## src/rtl/branch_predictor.sv

```systemverilog
// branch_predictor
//   Fetch-side branch predictor: a direct-mapped BTB where each entry holds a
//   valid bit, a jump (unconditional) bit, a tag, a target and a 2-bit
//   saturating direction counter (SNT=00, WNT=01, WT=10, ST=11).
//   The lookup is combinational and has zero latency. Training happens on the
//   rising edge from execute-stage resolution signals. The block also keeps a
//   saturating mispredict counter.
//
// Ports
//   clk_i                           clock, rising-edge state updates
//   rst_ni                          asynchronous active-low reset
//   pc_if_i                         fetch PC (lookup address)
//   btb_predicted_pc_if_o           predicted next PC
//   branch_is_taken_prediction_if_o 1 = predicted taken
//   pc_ex_i                         PC of instruction resolving in execute
//   branch_target_ex_i              resolved taken target
//   increment_counter_ex_i          conditional branch resolved taken
//   decrement_counter_ex_i          conditional branch resolved not taken
//   unconditional_branch_ex_i       JAL/JALR resolving in execute
//   branching_ex_i                  execute-stage mispredict/redirect
//   stall_ex_i                      execute held; blocks all training
//   mispredict_count_o              saturating mispredict count
//
// Handshake note: this block has no valid/ready interface. Every unstalled
// edge consumes whatever resolution signals execute presents, and a stalled
// edge consumes nothing. Execute therefore holds one resolution steady across
// its stall, and that resolution is applied exactly once.
module branch_predictor #(
    parameter int ENTRIES = 16,
    parameter int IDX_W   = $clog2(ENTRIES),
    parameter int TAG_W   = 30 - IDX_W
) (
    input  logic        clk_i,
    input  logic        rst_ni,
    input  logic [31:0] pc_if_i,
    output logic [31:0] btb_predicted_pc_if_o,
    output logic        branch_is_taken_prediction_if_o,
    input  logic [31:0] pc_ex_i,
    input  logic [31:0] branch_target_ex_i,
    input  logic        increment_counter_ex_i,
    input  logic        decrement_counter_ex_i,
    input  logic        unconditional_branch_ex_i,
    input  logic        branching_ex_i,
    input  logic        stall_ex_i,
    output logic [31:0] mispredict_count_o
);

    // Per-entry direction counter states.
    localparam logic [1:0] CTR_SNT = 2'b00;
    localparam logic [1:0] CTR_WNT = 2'b01;
    localparam logic [1:0] CTR_WT  = 2'b10;
    localparam logic [1:0] CTR_ST  = 2'b11;

    logic             valid_q  [ENTRIES];
    logic             jump_q   [ENTRIES];
    logic [TAG_W-1:0] tag_q    [ENTRIES];
    logic [31:0]      target_q [ENTRIES];
    logic [1:0]       ctr_q    [ENTRIES];
    logic [31:0]      count_q;

    // ------------------------------------------------------------------
    // Lookup. This path reads the registered tables only, so an update in
    // the same cycle becomes visible on the next cycle.
    // ------------------------------------------------------------------
    logic [IDX_W-1:0] if_idx;
    logic [TAG_W-1:0] if_tag;
    logic             if_hit;
    logic             if_taken;

    assign if_idx   = pc_if_i[IDX_W+1:2];
    assign if_tag   = pc_if_i[31:IDX_W+2];
    assign if_hit   = valid_q[if_idx] && (tag_q[if_idx] == if_tag);
    assign if_taken = if_hit && (jump_q[if_idx] || ctr_q[if_idx][1]);

    assign branch_is_taken_prediction_if_o = if_taken;
    assign btb_predicted_pc_if_o           = if_taken ? target_q[if_idx]
                                                      : (pc_if_i + 32'd4);

    // ------------------------------------------------------------------
    // Training
    // ------------------------------------------------------------------
    logic [IDX_W-1:0] ex_idx;
    logic [TAG_W-1:0] ex_tag;
    logic             ex_hit;

    assign ex_idx = pc_ex_i[IDX_W+1:2];
    assign ex_tag = pc_ex_i[31:IDX_W+2];
    assign ex_hit = valid_q[ex_idx] && (tag_q[ex_idx] == ex_tag);

    always_ff @(posedge clk_i or negedge rst_ni) begin
        if (!rst_ni) begin
            for (int i = 0; i < ENTRIES; i++) begin
                valid_q[i]  <= 1'b0;
                jump_q[i]   <= 1'b0;
                tag_q[i]    <= '0;
                target_q[i] <= '0;
                ctr_q[i]    <= CTR_WNT;
            end
        end else if (!stall_ex_i) begin
            if (unconditional_branch_ex_i) begin
                // Unconditional branches always own their slot.
                valid_q[ex_idx]  <= 1'b1;
                jump_q[ex_idx]   <= 1'b1;
                tag_q[ex_idx]    <= ex_tag;
                target_q[ex_idx] <= branch_target_ex_i;
                ctr_q[ex_idx]    <= CTR_ST;
            end else if (increment_counter_ex_i && !decrement_counter_ex_i) begin
                if (ex_hit) begin
                    if (ctr_q[ex_idx] != CTR_ST) begin
                        ctr_q[ex_idx] <= ctr_q[ex_idx] + 2'd1;
                    end
                    target_q[ex_idx] <= branch_target_ex_i;
                end else begin
                    // A taken conditional branch allocates and starts out weakly taken.
                    valid_q[ex_idx]  <= 1'b1;
                    jump_q[ex_idx]   <= 1'b0;
                    tag_q[ex_idx]    <= ex_tag;
                    target_q[ex_idx] <= branch_target_ex_i;
                    ctr_q[ex_idx]    <= CTR_WT;
                end
            end else if (decrement_counter_ex_i && !increment_counter_ex_i) begin
                // Not-taken only trains an existing conditional entry. It never
                // allocates and never weakens a jump entry.
                if (ex_hit && !jump_q[ex_idx] && (ctr_q[ex_idx] != CTR_SNT)) begin
                    ctr_q[ex_idx] <= ctr_q[ex_idx] - 2'd1;
                end
            end
        end
    end

    // ------------------------------------------------------------------
    // Mispredict counter, saturating
    // ------------------------------------------------------------------
    always_ff @(posedge clk_i or negedge rst_ni) begin
        if (!rst_ni) begin
            count_q <= '0;
        end else if (branching_ex_i && !stall_ex_i && (count_q != 32'hFFFF_FFFF)) begin
            count_q <= count_q + 32'd1;
        end
    end

    assign mispredict_count_o = count_q;

    // The PCs are word aligned, so the low two bits carry no information.
    logic unused_pc_lsbs;
    assign unused_pc_lsbs = ^{pc_if_i[1:0], pc_ex_i[1:0]};

    // Raising increment and decrement together is illegal. The tables are left unchanged.
    assert property (@(posedge clk_i) disable iff (!rst_ni)
        !(increment_counter_ex_i && decrement_counter_ex_i));

endmodule

```

## config.mk

```make
export PLATFORM = sky130hd
export DESIGN_NAME = branch_predictor
export DESIGN_NICKNAME = d
export VERILOG_FILES = /design/src/rtl/branch_predictor.sv
export SDC_FILE = /design/constraint.sdc
export NUM_CORES = 2
export LEC_CHECK = 0
export ABC_CLOCK_PERIOD_IN_PS = 5400
export CAP_MARGIN = 0
export CELL_PAD_IN_SITES_DETAIL_PLACEMENT = 1
export CELL_PAD_IN_SITES_GLOBAL_PLACEMENT = 1
export CORE_MARGIN = 2
export CORE_UTILIZATION = 35
export DETAILED_ROUTE_END_ITERATION = 8
export HOLD_SLACK_MARGIN = 0.15
export PLACE_DENSITY = 0.58
export SYNTH_ARGS = -nofsm -noshare
export SYNTH_HDL_FRONTEND = slang
export SYNTH_SLANG_ARGS = --single-unit
```

## constraint.sdc

```tcl
create_clock -name clk_i -period 5.4 [get_ports clk_i]
set_input_delay 0.54 -clock clk_i [delete_from_list [all_inputs] [get_ports clk_i]]
set_output_delay 0.54 -clock clk_i [all_outputs]
set_load 0.05 [all_outputs]
```

Word level (Yosys, flattened, before mapping)
Cells that the tools add are included.

operators by class
  eq/ne operators = 6
  divide/modulo/power cells = 0
  order comparisons = 3
  reductions and logical operators = 22
  add/sub/neg operators = 4
  muxes and demuxes = 57
  bitwise operators = 11
  shifts and indexed selects = 0
  multiply operators = 0

operators by type and width
  operator                 count
  $mux W416                3
  $mux W512                2
  $bwmux W512              1
  $bwmux W416              1
  $mux W32                 10
  $bmux W26 S4             2
  $mux W26                 5
  $bmux W32 S4             1
  $demux W32 S4            1
  $demux W26 S4            1
  $mux W16                 6
  $bwmux W32               2
  $eq A26 B26 Y1           2
  $or A16 B16 Y16          3
  $add A32 B1 Y32 const B  1
  $add A32 B3 Y32 const B  1
  $and A16 B16 Y16         2
  $ne A32 B32 Y1 const B   1
  $not A16 Y16             2
  $or A32 B32 Y32          1
  $bmux W1 S4              4
  $bmux W2 S4              2
  $ge A5 B5 Y1 const B     2
  $logic_and A1 B1 Y1      10
  18 further kinds         37

word-level totals
  flip-flop bits (word level) = 1,024
  memory bits (writable) = 0
  bits in read-only memories = 0
  bits in latches = 0
  memories kept = 0
  word-level logic and storage cells = 184

Longest topological paths before layout
  word-level depth = 12
  depth in mapped cells = 15
  mapped depth without buffers = 11

Worst setup path before layout
Ideal clock, no wire load.

  path kind = input to output
  start = in pc_if_i[2]
  end = out btb_predicted_pc_if_o[2]
  stages on the path = 11
  setup slack = 0.294 ns
  data arrival time = 4.566 ns
  cell sequence = clkbuf_1 > clkbuf_1 > clkbuf_1 > clkbuf_1 > mux4_2 > mux4_2 > xnor2_1 > nand4_1 > clkbuf_1 > nor2_1 > a21oi_1

between the ends
  word-level cells in the longest chain between the ends = 8

RTL lines
  item                                         RTL line    RTL
  from (decl)                                  35          input logic [31:0] pc_if_i,
  $not A4 Y5 (implied by the code)             72, 73, 76
  $bmux W26 S4                                 72          assign if_hit = valid_q[if_idx] && (tag_q[if_idx] == if_tag);
  $mux W26 (implied by the code) (2 in a row)  72
  $eq A26 B26 Y1                               72
  $logic_and A1 B1 Y1                          72
  $logic_and A1 B1 Y1                          73          assign if_taken = if_hit && (jump_q[if_idx] || ctr_q[if_idx][1]);
  $mux W32 (*)                                 76          assign btb_predicted_pc_if_o = if_taken ? target_q[if_idx]
  to (decl)                                    36          output logic [31:0] btb_predicted_pc_if_o,

Every way passes the cells marked *; elsewhere a longest branch is shown, timed or not. The select of a mux whose other input is x is not followed.

Final worst setup path
  start = reg tag_q[105] (netlist bit)
  end = out btb_predicted_pc_if_o[27]

between the ends
  word-level cells in the longest chain between the ends = 7

RTL lines
  item                                         RTL line  RTL
  from (decl)                                  56        logic [TAG_W-1:0] tag_q [ENTRIES];
  from (signal, indexed assignment)            104       tag_q[ex_idx] <= ex_tag;
  from (signal, indexed assignment)            117       tag_q[ex_idx] <= ex_tag;
  $bmux W26 S4                                 72
  $mux W26 (implied by the code) (2 in a row)  72
  $eq A26 B26 Y1                               72
  $logic_and A1 B1 Y1                          72
  $logic_and A1 B1 Y1                          73
  $mux W32                                     76

Every way passes these cells. The select of a mux whose other input is x is not followed.

==> flow_summary_export.csv <==
group,metric,value,unit
outcome,outcome,"complete, no violations",
route,drt_iter0_markers,2074,
sta,setup_ws,0.387,ns
layout,layout.nets,3666,
floorplan,placementRows,140,
route,wl_per_cell,29.4,um
global_route,overflow,0,
cts,post-cts-setup-buffers,0,
setup_path,rrSetupSlack,1.01,ns
global_route,grt_pass1_vias,33800,
synthesis,avgSynthCellArea,15.1,um^2
synthesis,synth_area_leaders,"dfrtp_1 (49%), mux2_2 (18%), mux4_2 (17%)",
global_route,grt_pass1_wl,243,mm
layout,multi_input_area,0.0247,mm^2
cts,numClockSinks,1024,
synthesis,yosys_warnings,0,
floorplan,start_util,35.3,%
setup_path,worstReg2RegStart,"tag_q[14]",
sta,setup_tns,0,ns
synthesis,synth_top_cell_area_share,49.0,%
synthesis,synth_seq_area_share,49.8,%
setup_path,path_class,"reg2out",
setup_path,cp.required,4.86,ns
cts,ctsRootBufferMaster,"clkbuf_16",
global_route,grt_usage,22.0,%
route,drt-total-wl,164,mm
synthesis,synthArstFlopShare,100,%
synthesis,synth_enable_flop_cells,0,
floorplan,die_w,387,um
floorplan,pin_count,168,
synthesis,syn_nets,3522,
placed_design,portBuffers,165,
setup_path,reg2reg_to,"ctr_q[19]",
power,p_leak,25.5,nW
synthesis,syn_inst,3415,
setup_path,critPathArrivalTime,4.47,ns
sta,rsz0062_at_grt,"no",
synthesis,synth_area,0.0515,mm^2
floorplan,die-area,0.150,mm^2
cts,post_cts_resized,0,
layout,drive_above_1_share,45.7,%
placed_design,preCtsSetupSlack,0.0730,ns
sta,worstMarginPinSlew,0.975,ns
placed_design,dp_hpwl,102,mm
sta,period_share,92.8,%
route,first_pass_iters,5,
sta,clock_skew,0.0282,ns
setup_path,cp-end-kind,"output pin",
power,cellPowerDensity,397,mW/mm^2
sta,relSlewSlack,33.3,%
global_route,antenna_found_initial,24,
layout,regArea,0.0256,mm^2
synthesis,ys_types,67,
sta,max_freq,0.199,GHz
hold_path,hold_class,"in2async",
floorplan,die_h,387,um
synthesis,synth_common_cells,"dfrtp_1 (1008), mux2_2 (806), mux4_2 (392), clkbuf_1 (211), mux2_1 (171)",
synthesis,yosysMostFrequentCell,"dfrtp_1",
placed_design,gp_congestion,0.815,
synthesis,ys.flop_type,"dfrtp_1",
layout,design_area,0.0608,mm^2
route,num_vias,31500,
power,ir_drop,0.000287,V
sta,hold_viol,0,
layout,area_growth,18.1,%
floorplan,fp.coreArea,0.146,mm^2
route,antenna_left,0,
synthesis,ys_ff_latch,1024,
synthesis,netlist.top_cell.by_area,"dfrtp_1",
cts,clock_path_buffers,3,
route,routed_via_density,5.64,
sta,min_period,5.01,ns
global_route,grt_max_degree,131,
setup_path,r2r_cells,11,
sta,hold_ws,0.415,ns
setup_path,cp-start-kind,"flip-flop",
cts,clkTransAtPathRegs,0.06,ns
route,drcViolationCount,0,
sta,setup_viol,0,
layout,fillCellCount,14500,
placed_design,place_area,0.0565,mm^2
cts,clk_latency,0.75,ns
flow_run,cap_violations,0,
cts,cts_tree,"done",
sta,finalMaxSlewViolations,0,
cts,htree_levels,3,
setup_path,cp_max_fo,34,
cts,cts_buffers,117,
[placed cells by master (no fill, tap or decap), types with 11 or more instances in the layout]
master / count
clkbuf_8: 34
and3_1: 19
dfstp_2: 16
nand4_1: 19
mux2_1: 171
clkbuf_16: 118
a22oi_1: 12
a22o_1: 14
buf_4: 122
or2_2: 13
nand2_1: 155
nand3_1: 31
mux2_2: 806
mux2i_1: 66
diode_2: 11
bufinv_16: 15
clkdlybuf4s50_1: 123
nor2_1: 32
nor3_1: 15
clkinv_2: 19
buf_12: 74
mux4_2: 392
dfrtp_1: 1008
clkbuf_1: 21
o21ai_0: 38
inv_1: 12
xor2_1: 28
xnor2_1: 94
nand2b_1: 11
[flip-flops by register name, summed over array words and instances, names as in the netlist, named ones only]
register,flops
target_q,512
mispredict_count_o,32
valid_q,16
tag_q,416
ctr_q,32
[layout make-up]
cell class | instances | share of cell area (%)
Sequential cell | 1024 | 42.2
Clock inverter | 43 | 1.12
Inverter | 13 | 0.0803
Tap cell | 1917 | 3.95
Clock buffer | 173 | 5.76
Multi-Input combinational cell | 2076 | 40.7
Timing Repair Buffer | 327 | 6.13
Antenna cell | 11 | 0.0453
[metrics by stage]
stage | utilization [%] | total power, mW | instances
after CTS | 41.7 | 24.4 | 5573
after floorplan | - | 13.8 | 3415
after global placement | 38.8 | 15.5 | 5356
final | 41.7 | 24.1 | 5584
after global routing | 41.7 | 25.3 | 5578
after detailed placement | 38.8 | 15.7 | 5356
[logic make-up after synthesis]
| kind of cell | synth area share, % |
|---|---|
| simple gates | 3.63 |
| fa+ha+maj | 0.0973 |
| flops | 49.8 |
| buf+inv | 2.52 |
| xor+xnor | 2.08 |
| compound gates | 2.02 |
| mux | 39.8 |
[worst max-delay path, stage by stage, from the launching register on]
cell and delay [ns]:
dfrtp_1 0.40, mux4_2 0.48, mux4_2 0.50, xnor2_1 0.23, nand4_1 0.36, nor4_1 0.63, nand4_1 0.27, buf_12 0.26
mux2_2 0.38, buf_12 0.17
[power breakdown]
group          internal (mW)  switching, mW  total [mW]  leakage, nW
registers               9.42           1.08        10.5         12.9
logic                   2.92           2.10        5.02         10.6
clock network           5.19           3.43        8.62         2.06
[per-layer routing]
metal	track usage [%]	part of all wire (%)	wire length (um)
met3	4.68	5.7	9430
met2	33.9	46	75000
met1	31.3	46	75200
met5	0	0.091	150
met4	6.26	2.6	4310
[worst max-delay path by stage]
stage | slack (ns) | cells after the start | from | endpoint
floorplan | 0.29 | 11 | pc_if_i[2] | btb_predicted_pc_if_o[2]
detailed placement | 0.07 | 14 | pc_ex_i[3] | ctr_q[19]
CTS | 0.37 | 9 | tag_q[105] | btb_predicted_pc_if_o[7]
finish | 0.39 | 9 | tag_q[105] | btb_predicted_pc_if_o[27]
global placement | 0.14 | 14 | pc_ex_i[3] | ctr_q[17]
global route | 0.27 | 10 | pc_if_i[2] | btb_predicted_pc_if_o[24]
[repair_timing]
action,CTS,global route
hold endpoints to repair,67,0
hold buffers,1,0
setup endpoints to repair,0,0
No activity file was read; power rests on OpenSTA's default activity.
